**config.mk**
```make
export PLATFORM = sky130hd
export DESIGN_NAME = reg_file_2w
export DESIGN_NICKNAME = d
export VERILOG_FILES = /design/src/rtl/reg_file_pkg.sv /design/src/rtl/reg_scoreboard.sv /design/src/rtl/reg_file_2w.sv
export SDC_FILE = /design/constraint.sdc
export NUM_CORES = 1
export LEC_CHECK = 0
export ABC_CLOCK_PERIOD_IN_PS = 5150
export BUFFER_PORTS_ARGS = -buffer_cell sky130_fd_sc_hd__buf_2
export CAP_MARGIN = 20
export CORE_AREA = 8 8 148 150
export CTS_BUF_LIST = sky130_fd_sc_hd__clkbuf_4 sky130_fd_sc_hd__clkbuf_8 sky130_fd_sc_hd__clkbuf_16
export CTS_CLUSTER_SIZE = 8
export DETAILED_ROUTE_END_ITERATION = 8
export DIE_AREA = 0 0 156 158
export HOLD_SLACK_MARGIN = 0.1
export PLACE_DENSITY = 0.73
export SKIP_CTS_REPAIR_TIMING = 1
export SLEW_MARGIN = 20
export SYNTH_ARGS = -nofsm -noshare
export SYNTH_HDL_FRONTEND = slang
export SYNTH_SLANG_ARGS = --single-unit
```
**constraint.sdc**
```tcl
create_clock -name CLK -period 5.15 [get_ports CLK]
set_clock_uncertainty 0.15 [all_clocks]
set_input_delay 0.2575 -clock CLK [delete_from_list [all_inputs] [get_ports CLK]]
set_output_delay 0.2575 -clock CLK [all_outputs]
set_load 0.005 [all_outputs]
```
**src/rtl/reg_file_pkg.sv**
```systemverilog
// Shared defaults and types for the dual-write register file.
package reg_file_pkg;
  localparam int DATA_W_DEF  = 8;
  localparam int ADDR_W_DEF  = 4;
  localparam int REG_ZERO    = 0;
  localparam int REG_OUT_DEF = 15;

  typedef logic [DATA_W_DEF-1:0] word_t;
endpackage

```
**src/rtl/reg_scoreboard.sv**
```systemverilog
// Per-register busy bits for outstanding loads; set on issue, cleared on load return.
module reg_scoreboard
  import reg_file_pkg::*;
#(
  parameter int ADDR_W = ADDR_W_DEF
) (
  input  logic              CLK,
  input  logic              RST,
  input  logic              ISSUE_EN,
  input  logic [ADDR_W-1:0] ISSUE_A,
  input  logic              WE1,
  input  logic [ADDR_W-1:0] WA1,
  input  logic [ADDR_W-1:0] RA1,
  input  logic [ADDR_W-1:0] RA2,
  output logic              BUSY1,
  output logic              BUSY2
);
  localparam int DEPTH = 2**ADDR_W;

  logic [DEPTH-1:0] busy_p0;
  logic [DEPTH-1:0] busy_nxt;

  // Clear first, then set, so a back-to-back load on the same register keeps it busy.
  always_comb begin
    busy_nxt = busy_p0;
    if (WE1) busy_nxt[WA1] = 1'b0;
    if (ISSUE_EN) busy_nxt[ISSUE_A] = 1'b1;
    busy_nxt[REG_ZERO] = 1'b0;
  end

  always_ff @(posedge CLK) begin
    if (RST) busy_p0 <= '0;
    else     busy_p0 <= busy_nxt;
  end

  assign BUSY1 = busy_p0[RA1];
  assign BUSY2 = busy_p0[RA2];
endmodule

```
**src/rtl/reg_file_2w.sv**
```systemverilog
// Two-read, two-write register file with write-through bypass, load scoreboard
// and a mirrored output register with a one-cycle update strobe.
module reg_file_2w
  import reg_file_pkg::*;
#(
  parameter int DATA_W  = DATA_W_DEF,
  parameter int ADDR_W  = ADDR_W_DEF,
  parameter int OUT_REG = REG_OUT_DEF
) (
  input  logic              CLK,
  input  logic              RST,
  input  logic [ADDR_W-1:0] RA1,
  input  logic [ADDR_W-1:0] RA2,
  output logic [DATA_W-1:0] RD1,
  output logic [DATA_W-1:0] RD2,
  input  logic              WE0,
  input  logic [ADDR_W-1:0] WA0,
  input  logic [DATA_W-1:0] WD0,
  input  logic              WE1,
  input  logic [ADDR_W-1:0] WA1,
  input  logic [DATA_W-1:0] WD1,
  input  logic              ISSUE_EN,
  input  logic [ADDR_W-1:0] ISSUE_A,
  output logic              BUSY1,
  output logic              BUSY2,
  output logic              STALL,
  output logic [DATA_W-1:0] cpu_out,
  output logic              out_valid
);
  localparam int DEPTH = 2**ADDR_W;
  localparam logic [ADDR_W-1:0] ZERO_A = ADDR_W'(REG_ZERO);
  localparam logic [ADDR_W-1:0] OUT_A  = ADDR_W'(OUT_REG);

  logic [DATA_W-1:0] store_p0 [DEPTH];
  logic              out_vld_p0;

  // Port 1 is applied after port 0 so the load return wins a same-address collision.
  always_ff @(posedge CLK) begin
    if (RST) begin
      for (int i = 0; i < DEPTH; i++) store_p0[i] <= '0;
      out_vld_p0 <= 1'b0;
    end else begin
      if (WE0 && WA0 != ZERO_A) store_p0[WA0] <= WD0;
      if (WE1 && WA1 != ZERO_A) store_p0[WA1] <= WD1;
      out_vld_p0 <= (WE0 && WA0 == OUT_A) || (WE1 && WA1 == OUT_A);
    end
  end

  function automatic logic [DATA_W-1:0] read_port(input logic [ADDR_W-1:0] ra,
                                                  input logic [DATA_W-1:0] stored);
    if (ra == ZERO_A)            return '0;
    else if (WE1 && WA1 == ra)   return WD1;
    else if (WE0 && WA0 == ra)   return WD0;
    else                         return stored;
  endfunction

  assign RD1       = read_port(RA1, store_p0[RA1]);
  assign RD2       = read_port(RA2, store_p0[RA2]);
  assign cpu_out   = store_p0[OUT_A];
  assign out_valid = out_vld_p0;
  assign STALL     = BUSY1 | BUSY2;

  reg_scoreboard #(.ADDR_W(ADDR_W)) u_sb (
    .CLK      (CLK),
    .RST      (RST),
    .ISSUE_EN (ISSUE_EN),
    .ISSUE_A  (ISSUE_A),
    .WE1      (WE1),
    .WA1      (WA1),
    .RA1      (RA1),
    .RA2      (RA2),
    .BUSY1    (BUSY1),
    .BUSY2    (BUSY2)
  );
endmodule

```
==> reports/qor.yml, run 1 <==
min_path:
  holdPathEnd: "u_sb.busy_p0[5]"
  min_from: "ISSUE_EN"
  min_path_cells: 5
  hold_path.class: "in2reg"
grt:
  grt_max_degree: 44
  grt_use_total_pct: 25.1
  grt_antenna_before_repair: 0
  grt_pass1_vias: 7327
  gr-total-overflow: 0
  grt_first_pass_wirelength_um: 45700
synth:
  async_flop_share_pct: 0
  syn_inst: 791
  avgSynthCellArea_um2: 11.8
  syn_area_um2: 9330
  synth_edf_count: 128
  synth_seq_area_share_pct: 44.6
  ys_warn_count: 0
  synth_seq_cells: 144
  synth_cell_types: 55
  synthFlopType: "edfxtp_1"
setup_path:
  r2r-start: "u_sb.busy_p0[12]"
  r2r_slack_ns: 4.32
  setup.worst_path.start: "RA1[1]"
  cp.arrival_ns: 2.53
  cp-start-kind: "primary input"
  path_class: "in2out"
  worstPathRequired_ns: 4.74
  reg2regPathDepth: 2
  critPathMaxFanout: 31
  crit-reg2reg-capture: "u_sb.busy_p0[12]"
  critPathCaptureType: "output pin"
pwr:
  power.share.clock_pct: 41.4
  pwr-share-seq_pct: 43.3
  power.leakage_nw: 3.65
  power_density_nw_per_um2: 311
  p_sw_share_pct: 25.9
  vdd_ir_drop_max_mv: 0.268
  power.internal_w: 0.00239
  p_comb_share_pct: 15.3
  p_switching_w: 0.000837
timing:
  timing.hold.ws_ns: 0.0837
  worst_pin_slew_ns: 1.10
  slew_viol_final: 0
  slew_headroom_pct: 25.7
  fin_crit_sh_pct: 57.1
  period_needed_ns: 2.94
  setup-violations-final: 0
  setup_tns_ns: 0
  fmax_mhz: 340
  layout_setup_ws_ns: 2.21
  hold_viol: 0
  rsz0062_at_grt: "no"
final_layout:
  fin_nets: 851
  n_antenna_cell: 0
  synthToLayoutAreaGrowth_pct: 11.2
  drive_gt1_share_pct: 27.0
  design_area_um2: 10400
  mostFrequentLayoutCell: "edfxtp_1"
  seq_area_um2: 4160
  multi_input_area_um2: 4760
  nFillCells: 1711
  mostFrequentLayoutCells: "edfxtp_1 (128), a22o_1 (121), buf_2 (67)"
placement:
  dp_hpwl_um: 20300
  postPlaceCellArea_um2: 9660
  pre_cts_slack_ns: 2.02
  portBuffers: 68
  gp_congestion: 0.924
detailed_routing:
  dr_total_vias: 7512
  drc: 0
  avgRoutedWirePerCell_um: 27.7
  antenna_left: 0
  first_pass_iters: 5
  wl_um: 30300
  vias_per_cell: 6.87
  drtIter0Drc: 1142
floorplanning:
  fp.dieArea_um2: 24600
  initial_core_util_pct: 47.3
  rows: 52
  dieHeight_um: 158
  fp.dieW_um: 156
  core_um2: 19700
  boundaryPins: 69
cts:
  cts_max_path_buffers: 2
  worstSkewPairLatency_ns: 0.42
  cts_max_level: 4
  path_clk_slew_ns: 0.06
  cts_tree: "done"
  root_buffer: "clkbuf_16"
  cts.sink_count: 144
  cts_inserted_buffers: 17
outcome:
  status: "finished, final reports clean"
flow_run:
  cap_violations: 0
[registers in the layout, summed over array words and instances, names as in the netlist]
name / flops
out_valid: 1
u_sb.busy_p0: 15
store_p0: 128
[critical path: stages]
cell	delay [ns]
buf_2	0.68
nand2_1	0.38
a211oi_1	0.49
a221oi_1	0.11
a31oi_1	0.29
a211oi_1	0.13
buf_2	0.15
[cell families after synthesis]
group	Yosys count	synth area share, %
compound gates	223	18.3
xor+xnor	16	1.58
flops	144	44.6
buf+inv	93	4.76
simple gates	208	12.4
other cells	1	0.0402
mux	106	18.4
[stage by stage]
step	util (%)	power, W	instances
after floorplan	-	0.00172	798
after global placement	49.0	0.00189	1056
after detailed placement	49.0	0.00190	1056
after CTS	52.3	0.00321	1088
after global routing	52.6	0.00331	1093
final	52.6	0.00323	1093
[routing by layer]
layer	global-route usage [%]	part of all wire (%)	routed length, µm	vias to the layer above
met5	0	0	0	-
met4	9.89	3.0	919	0
met3	7.29	14	4370	66
met2	37.1	44	13300	623
met1	34.0	39	11700	3650
li1	-	-	-	3173
[Yosys cell counts (all sizes together) (7+ instances only)]
| library cell | count | area [µm²] |
|---|---|---|
| a2111oi | 10 | 103 |
| a211oi | 7 | 52.6 |
| a21oi | 18 | 90.1 |
| a22o | 121 | 1060 |
| buf | 41 | 249 |
| clkbuf | 42 | 158 |
| dfxtp | 16 | 320 |
| edfxtp | 128 | 3840 |
| inv | 10 | 37.5 |
| mux2 | 33 | 372 |
| mux2i | 25 | 250 |
| mux4 | 48 | 1090 |
| nand2 | 35 | 131 |
| nand2b | 10 | 62.6 |
| nand3 | 10 | 67.6 |
| nor2 | 68 | 288 |
| nor2b | 11 | 68.8 |
| nor3 | 30 | 216 |
| nor4 | 18 | 131 |
| o21ai | 40 | 200 |
| o22ai | 13 | 81.3 |
| or3 | 9 | 56.3 |
| xnor2 | 8 | 70.1 |
| xor2 | 8 | 77.6 |
[power groups by stage]
stage | clock network [W] | registers, W | logic [W]
6_report | 0.00134 | 0.00140 | 0.000494
5_1_grt | 0.00139 | 0.00140 | 0.000522
4_1_cts | 0.00134 | 0.00139 | 0.000481
3_5_place_dp | 0 | 0.00142 | 0.000479
3_3_place_gp | 0 | 0.00141 | 0.000473
2_1_floorplan | 0 | 0.00139 | 0.000332
[layout make-up]
class,count,share of cell area [%]
inverter,10,0.362
timing repair buffer,76,4.00
tap,270,3.26
multi-input combinational,561,45.9
clock buffer,27,5.80
clock inverter,5,0.543
sequential,144,40.1
[worst max path at each step]
stage,endpoint,slack (ns),cells after the start
final,RD1[2],2.21,7
after global routing,RD1[2],1.99,8
after CTS,RD2[0],2.02,7
after detailed placement,RD2[0],2.02,7
after global placement,RD2[1],2.16,6
after floorplan,RD2[2],3.07,7
No activity file was read; power rests on OpenSTA's default activity.
==> run 2, diff against run 1 <==
--- a/config.mk
+++ b/config.mk
@@ -5,7 +5,7 @@
 export SDC_FILE = /design/constraint.sdc
 export NUM_CORES = 1
 export LEC_CHECK = 0
-export ABC_CLOCK_PERIOD_IN_PS = 5150
+export ABC_CLOCK_PERIOD_IN_PS = 2950
 export BUFFER_PORTS_ARGS = -buffer_cell sky130_fd_sc_hd__buf_2
 export CAP_MARGIN = 20
 export CORE_AREA = 8 8 148 150
==> constraint.sdc (replaced) <==
create_clock -name CLK -period 2.95 [get_ports CLK]
set_clock_uncertainty 0.15 [all_clocks]
set_input_delay 0.1475 -clock CLK [delete_from_list [all_inputs] [get_ports CLK]]
set_output_delay 0.1475 -clock CLK [all_outputs]
set_load 0.005 [all_outputs]
==> run 2 against run 1 <==
  * Wire length is 1.4% lower
  * Sequential power is 74% higher
  * Register-to-register slack got worse by 2.2 ns
  * Clock power grew 72%
  * Setup slack lost 2.0 ns
  * Die area is the same
  * Core utilization rose by 1.0 points
  * Non-clock buffer count grew 27
  * Clock-buffer cell count fell by 10
  * Final area grew 2.0%
  * Critical path depth unchanged
  * Critical path type unchanged
==> reports/qor.yml, run 2 (synthesis results as in run 1) <==
placement:
  gp_congestion: 0.908  # -1.7%
  postPlaceCellArea_um2: 9830  # +1.7%
  portBuffers: 68  # unchanged
  dp_hpwl_um: 20900  # +2.5%
timing:
  fmax_mhz: 367
  worst_pin_slew_ns: 0.871  # -0.234 ns
  hold_viol: 0  # unchanged
  setup_tns_ns: 0  # unchanged
  slew_viol_final: 0  # unchanged
  fin_crit_sh_pct: 92.3
  period_needed_ns: 2.72
  setup-violations-final: 0  # unchanged
  rsz0062_at_grt: "no"
  slew_headroom_pct: 41.6  # +16 points
setup_path:
  cp-start-kind: "primary input"
  r2r_slack_ns: 2.09  # -2.23 ns
  critPathMaxFanout: 9  # -71%
  worstPathRequired_ns: 2.65  # -2.09 ns
  r2r-start: "u_sb.busy_p0[13]"
  path_class: "in2out"
  setup.worst_path.start: "WA1[0]"
  critPathCaptureType: "output pin"
  cp.arrival_ns: 2.43  # -0.10 ns
min_path:
  min_from: "WA1[1]"
  hold_path.class: "in2reg"
floorplanning:
  boundaryPins: 69  # unchanged
  fp.dieArea_um2: 24600  # unchanged
  dieHeight_um: 158  # unchanged
  fp.dieW_um: 156  # unchanged
  rows: 52  # unchanged
  initial_core_util_pct: 47.3  # unchanged
  core_um2: 19700  # unchanged
cts:
  cts_max_level: 4  # unchanged
  cts_max_path_buffers: 2  # unchanged
  cts_inserted_buffers: 17  # unchanged
  worstSkewPairLatency_ns: 0.44  # +0.02 ns
  cts.sink_count: 144  # unchanged
  root_buffer: "clkbuf_16"
  cts_tree: "done"
  path_clk_slew_ns: 0.06  # about the same
detailed_routing:
  avgRoutedWirePerCell_um: 26.7  # -3.8%
  drc: 0  # unchanged
  drtIter0Drc: 1026  # -10%
  antenna_left: 0  # unchanged
  dr_total_vias: 7638  # +1.7%
  vias_per_cell: 6.82  # -0.77%
  wl_um: 29900  # -1.4%
  first_pass_iters: 5  # unchanged
grt:
  grt_max_degree: 41  # -6.8%
  grt_pass1_vias: 7482  # +2.1%
  grt_antenna_before_repair: 0  # unchanged
  grt_use_total_pct: 24.8  # -0.28 points
  grt_first_pass_wirelength_um: 45500  # -0.59%
  gr-total-overflow: 0  # unchanged
final_layout:
  registers.top_by_ff_count: "store_p0"
  drive_gt1_share_pct: 28.5  # +1.5 points
  synthToLayoutAreaGrowth_pct: 13.4
  design_area_um2: 10600  # +2.0%
  largest_register_ff_count: 128  # unchanged
  mostFrequentLayoutCells: "edfxtp_1 (128), a22o_1 (121), buf_2 (68)"
  fin_nets: 878  # +3.2%
  mostFrequentLayoutCell: "edfxtp_1"
  n_antenna_cell: 0  # unchanged
flow_run:
  cap_violations: 0  # unchanged
outcome:
  status: "finished, final reports clean"
pwr:
  power_density_nw_per_um2: 530  # +70%
  power.leakage_nw: 3.77  # +3.2%
  vdd_ir_drop_max_mv: 0.396  # +48%
-- run 2: report_power, final --
group / switching (W) / internal, W
logic: 0.000521 / 0.000354
clock network: 0.000942 / 0.00136
registers: 0.0000829 / 0.00235
total: 0.00155 / 0.00406
-- run 2: metal layers --
layer  vias up  global-route usage [%]  wire length, µm
li1       3240                       -                -
met3        84                    7.29             4260
met5         -                       0                0
met1      3710                    33.3            11600
met4         0                    9.33              926
met2       604                    37.2            13100
-- run 2: final timing paths --
kind	cells after the start	endpoint
hold / removal	3	out_valid
hold reg to reg	2	u_sb.busy_p0[10]
setup reg to reg	2	u_sb.busy_p0[13]
setup / recovery	7	RD2[0]
-- run 2: area by class of cell --
type                            count  area, µm²
Sequential cell                   144       4160
Multi-Input combinational cell    561       4760
Timing Repair Buffer              103        658
Inverter                           10       37.5
Tap cell                          270        338
Clock inverter                     15        196
Clock buffer                       17        425
Fill cell                        1640       9130
-- run 2: critical path: stages --
cell	delay, ns
dlygate4sd3_1	0.53
buf_2	0.19
xnor2_1	0.30
and3_1	0.47
nor4_1	0.14
a2111oi_1	0.43
buf_2	0.21
-- run 2: stage by stage --
| stage | cells | worst slack, ns | util, % | hold WS [ns] | total power, W |
|---|---|---|---|---|---|
| floorplan | 798 | 1.00 | - | 0.145 | 0.00301 |
| global placement | 1076 | 0.417 | 49.9 | 0.312 | 0.00331 |
| detailed placement | 1076 | 0.400 | 49.9 | 0.312 | 0.00332 |
| CTS | 1108 | 0.385 | 53.0 | -0.152 | 0.00558 |
| global route | 1120 | 0.157 | 53.7 | 0.110 | 0.00575 |
| finish | 1120 | 0.227 | 53.7 | 0.0879 | 0.00561 |
==> run 3, diff against run 2 <==
--- a/config.mk
+++ b/config.mk
@@ -5,14 +5,15 @@
 export SDC_FILE = /design/constraint.sdc
 export NUM_CORES = 1
 export LEC_CHECK = 0
+export ABC_AREA = 1
 export ABC_CLOCK_PERIOD_IN_PS = 2950
 export BUFFER_PORTS_ARGS = -buffer_cell sky130_fd_sc_hd__buf_2
 export CAP_MARGIN = 20
-export CORE_AREA = 8 8 148 150
+export CORE_AREA = 8 8 154 156
 export CTS_BUF_LIST = sky130_fd_sc_hd__clkbuf_4 sky130_fd_sc_hd__clkbuf_8 sky130_fd_sc_hd__clkbuf_16
 export CTS_CLUSTER_SIZE = 8
 export DETAILED_ROUTE_END_ITERATION = 8
-export DIE_AREA = 0 0 156 158
+export DIE_AREA = 0 0 162 164
 export HOLD_SLACK_MARGIN = 0.1
 export PLACE_DENSITY = 0.73
 export SKIP_CTS_REPAIR_TIMING = 1
==> run 3 against run 2 <==
  * Wire length rose by 34%
  * Total power down 0.58%
  * Synthesized area rose by 9.3%
  * Synthesized cell count increased by 87%
  * Sequential power fell by 2%
  * Setup slack got worse by 0.017 ns
  * Sequential share of layout area down 2.7 points
  * First-iteration DRC count rose by 60%
  * Fmax fell by 0.62%
  * Register-to-register slack got worse by 0.48 ns
  * Core utilization decreased by 0.45 points
  * Largest cell class unchanged
==> reports/qor.yml, run 3 <==
outcome:
  status: "finished, final reports clean"
grt:
  grt_use_total_pct: 30.0  # +5.2 points
  grt_busiest_layer: "met2"
  grt_pass1_vias: 9894  # +32%
  met1_usage_pct: 38.3  # +5.0 points
  met2_usage_pct: 43.6  # +6.4 points
  grt_antenna_before_repair: 0  # unchanged
  gr-total-overflow: 0  # unchanged
  grt_use_met3_pct: 7.17  # -0.12 points
  grt_max_degree: 66  # +61%
  grt_first_pass_wirelength_um: 59900  # +32%
final_layout:
  nFillCells: 2141  # +31%
  fin_nets: 1557  # +77%
  registers.top_by_ff_count: "store_p0"
  multi_input_area_um2: 4980  # +4.6%
  seq_area_um2: 4160  # unchanged
  drive_gt1_share_pct: 10.3  # -18 points
  mostFrequentLayoutCell: "nand2_1"
  post-route-util_pct: 53.2  # -0.45 points
  largest_register_ff_count: 128  # unchanged
  synthToLayoutAreaGrowth_pct: 11.4
  n_antenna_cell: 0  # unchanged
  mostFrequentLayoutCells: "nand2_1 (468), nand3_1 (273), inv_1 (149)"
cts:
  worstSkewPairLatency_ns: 0.44  # about the same
  cts.sink_count: 144  # unchanged
  cts_inserted_buffers: 17  # unchanged
  cts_tree: "done"
  cts_max_level: 4  # unchanged
  root_buffer: "clkbuf_16"
  path_clk_slew_ns: 0.07  # about the same
  cts_max_path_buffers: 2  # unchanged
timing:
  worst_pin_slew_ns: 0.931  # +0.0609 ns
  fmax_mhz: 365  # -0.62%
  hold_viol: 0  # unchanged
  setup_tns_ns: 0  # unchanged
  period_needed_ns: 2.74  # +0.0169 ns
  slew_viol_final: 0  # unchanged
  rsz0062_at_grt: "no"
  fin_crit_sh_pct: 92.9  # +0.57 points
  slew_headroom_pct: 37.6  # -4.0 points
  setup-violations-final: 0  # unchanged
floorplanning:
  fp.dieW_um: 162  # +3.8%
  fp.dieArea_um2: 26600  # +7.8%
  dieHeight_um: 164  # +3.8%
  rows: 54  # +3.8%
  boundaryPins: 69  # unchanged
  initial_core_util_pct: 47.8  # +0.44 points
  core_um2: 21400  # +8.3%
setup_path:
  worstPathRequired_ns: 3.19  # +0.54 ns
  path_class: "in2reg"
  crit_top_cell: "dlygate4sd3_1"
  cp-start-kind: "primary input"
  cp.arrival_ns: 2.98  # +0.55 ns
  critPathCaptureType: "flop"
  crit_chain: "dlygate4sd3_1 -> buf_2 -> nor3_1 -> dlygate4sd3_1 -> nand2_1 -> dlygate4sd3_1 -> a21oi_1 -> dlygate4sd3_1"
  cpPeakStageDelay_ns: 0.64  # +0.11 ns
  cp_num_buf_inv: 5  # +2
  critPathMaxFanout: 3  # -6
  critical-path-top-delay-family: "buffers and inverters"
  worst_path_max_delay_cell: "dlygate4sd3_1"
synth:
  syn_inst: 1480  # +87%
  synth_seq_area_share_pct: 40.8  # -3.8 points
  synth_commonest_cells: "nand2_1 (468), nand3_1 (273), inv_1 (149)"
  synth_edf_count: 128  # unchanged
  synth_area_leaders: "edfxtp_1 (38%), nand2_1 (17%), nand3_1 (13%), inv_1 (5.5%), o21ai_0 (4.9%)"
  synth_seq_cells: 144  # unchanged
  synth_top_area_share_pct: 37.7  # -3.5 points
  yosysMostFrequentCell: "nand2_1"
  ys_warn_count: 0  # unchanged
  synth_cell_types: 30  # -45%
  synthFlopType: "edfxtp_1"
  synth_largest_area_cell: "edfxtp_1"
  syn_area_um2: 10200  # +9.3%
  avgSynthCellArea_um2: 6.89  # -42%
  async_flop_share_pct: 0  # unchanged
detailed_routing:
  drtIter0Drc: 1639  # +60%
  dr_total_vias: 11000  # +43%
  vias_per_cell: 6.06  # -11%
  avgRoutedWirePerCell_um: 22.2  # -17%
  drc: 0  # unchanged
  antenna_left: 0  # unchanged
  first_pass_iters: 6  # +1
  wl_um: 40100  # +34%
placement:
  gp_congestion: 1.02  # +12%
  portBuffers: 68  # unchanged
  dp_hpwl_um: 27700  # +33%
pwr:
  power_density_nw_per_um2: 491  # -7.4%
  power.leakage_nw: 4.96  # +32%
  vdd_ir_drop_max_mv: 0.388  # -2.2%
  design_power_total_w: 0.00558  # -0.58%
min_path:
  hold_path.class: "in2reg"
flow_run:
  cap_violations: 0  # unchanged
-- run 3: changes by cell type in the layout (fill, tap and decap cells not counted), moves of 25 or more --
cell | previous run | this run
nand2_1 | 35 | 468
nand3_1 | 8 | 273
inv_1 | 10 | 149
a22o_1 | 121 | 0
o21ai_0 | 40 | 99
mux4_2 | 45 | 0
mux2_2 | 33 | 0
mux2i_1 | 25 | 0
o22ai_1 | 13 | 38
-- run 3: worst register-to-register path, stage by stage (launching register included) --
cell and delay (ns):
dfxtp_1 0.32, o21ai_0 0.08, a21oi_1 0.15, dlygate4sd3_1 0.57
-- run 3: logic make-up after synthesis --
logic type / Yosys count / synth area share (%)
AOI/OAI and AO/OA: 221 / 12.2
buffers and inverters: 259 / 10.6
other: 1 / 0.0368
DFF: 144 / 40.8
xor gates and xnor gates: 2 / 0.172
and+or+nand+nor: 853 / 36.2
-- run 3: path summary, 6_finish.rpt --
path	start	endpoint	slack, ns	depth (start not counted)
hold / removal	WA1[2]	u_sb.busy_p0[13]	0.08	4
hold reg to reg	u_sb.busy_p0[5]	u_sb.busy_p0[5]	0.32	2
setup / recovery	ISSUE_A[1]	u_sb.busy_p0[4]	0.21	8
setup reg to reg	u_sb.busy_p0[11]	u_sb.busy_p0[11]	1.61	3
-- run 3: power breakdown --
part / leakage, nW / total, W / internal, W / switching (W)
clock network: 0.264 / 0.00214 / 0.00119 / 0.000949
registers: 1.36 / 0.00240 / 0.00235 / 0.0000524
logic: 3.34 / 0.00104 / 0.000288 / 0.000749
total: 4.96 / 0.00558 / 0.00383 / 0.00175
-- run 3: metrics by stage --
stage / hold WS [ns] / std cells / setup slack (ns) / cell area (µm²)
final: 0.0781 / 1809 / 0.210 / 11400
after global routing: 0.103 / 1809 / 0.0580 / 11400
after CTS: -0.112 / 1792 / 0.509 / 11200
after detailed placement: 0.306 / 1760 / 0.510 / 10600
after global placement: 0.304 / 1760 / 0.585 / 10600
after floorplan: 0.158 / 1487 / 1.22 / 10200
-- run 3: metal layers --
metal  vias to the layer above  wire, µm
met2                       860     16900
met5                         -         0
met1                      4945     14700
met4                         0      3160
li1                       4987         -
met3                       165      5290
-- run 3: cell type report --
type	count	area share, %
inverter	158	5.22
clock buffer	19	3.88
multi-input combinational	1084	43.8
sequential	144	36.6
timing repair buffer	111	6.21
clock inverter	13	1.13
tap	280	3.08
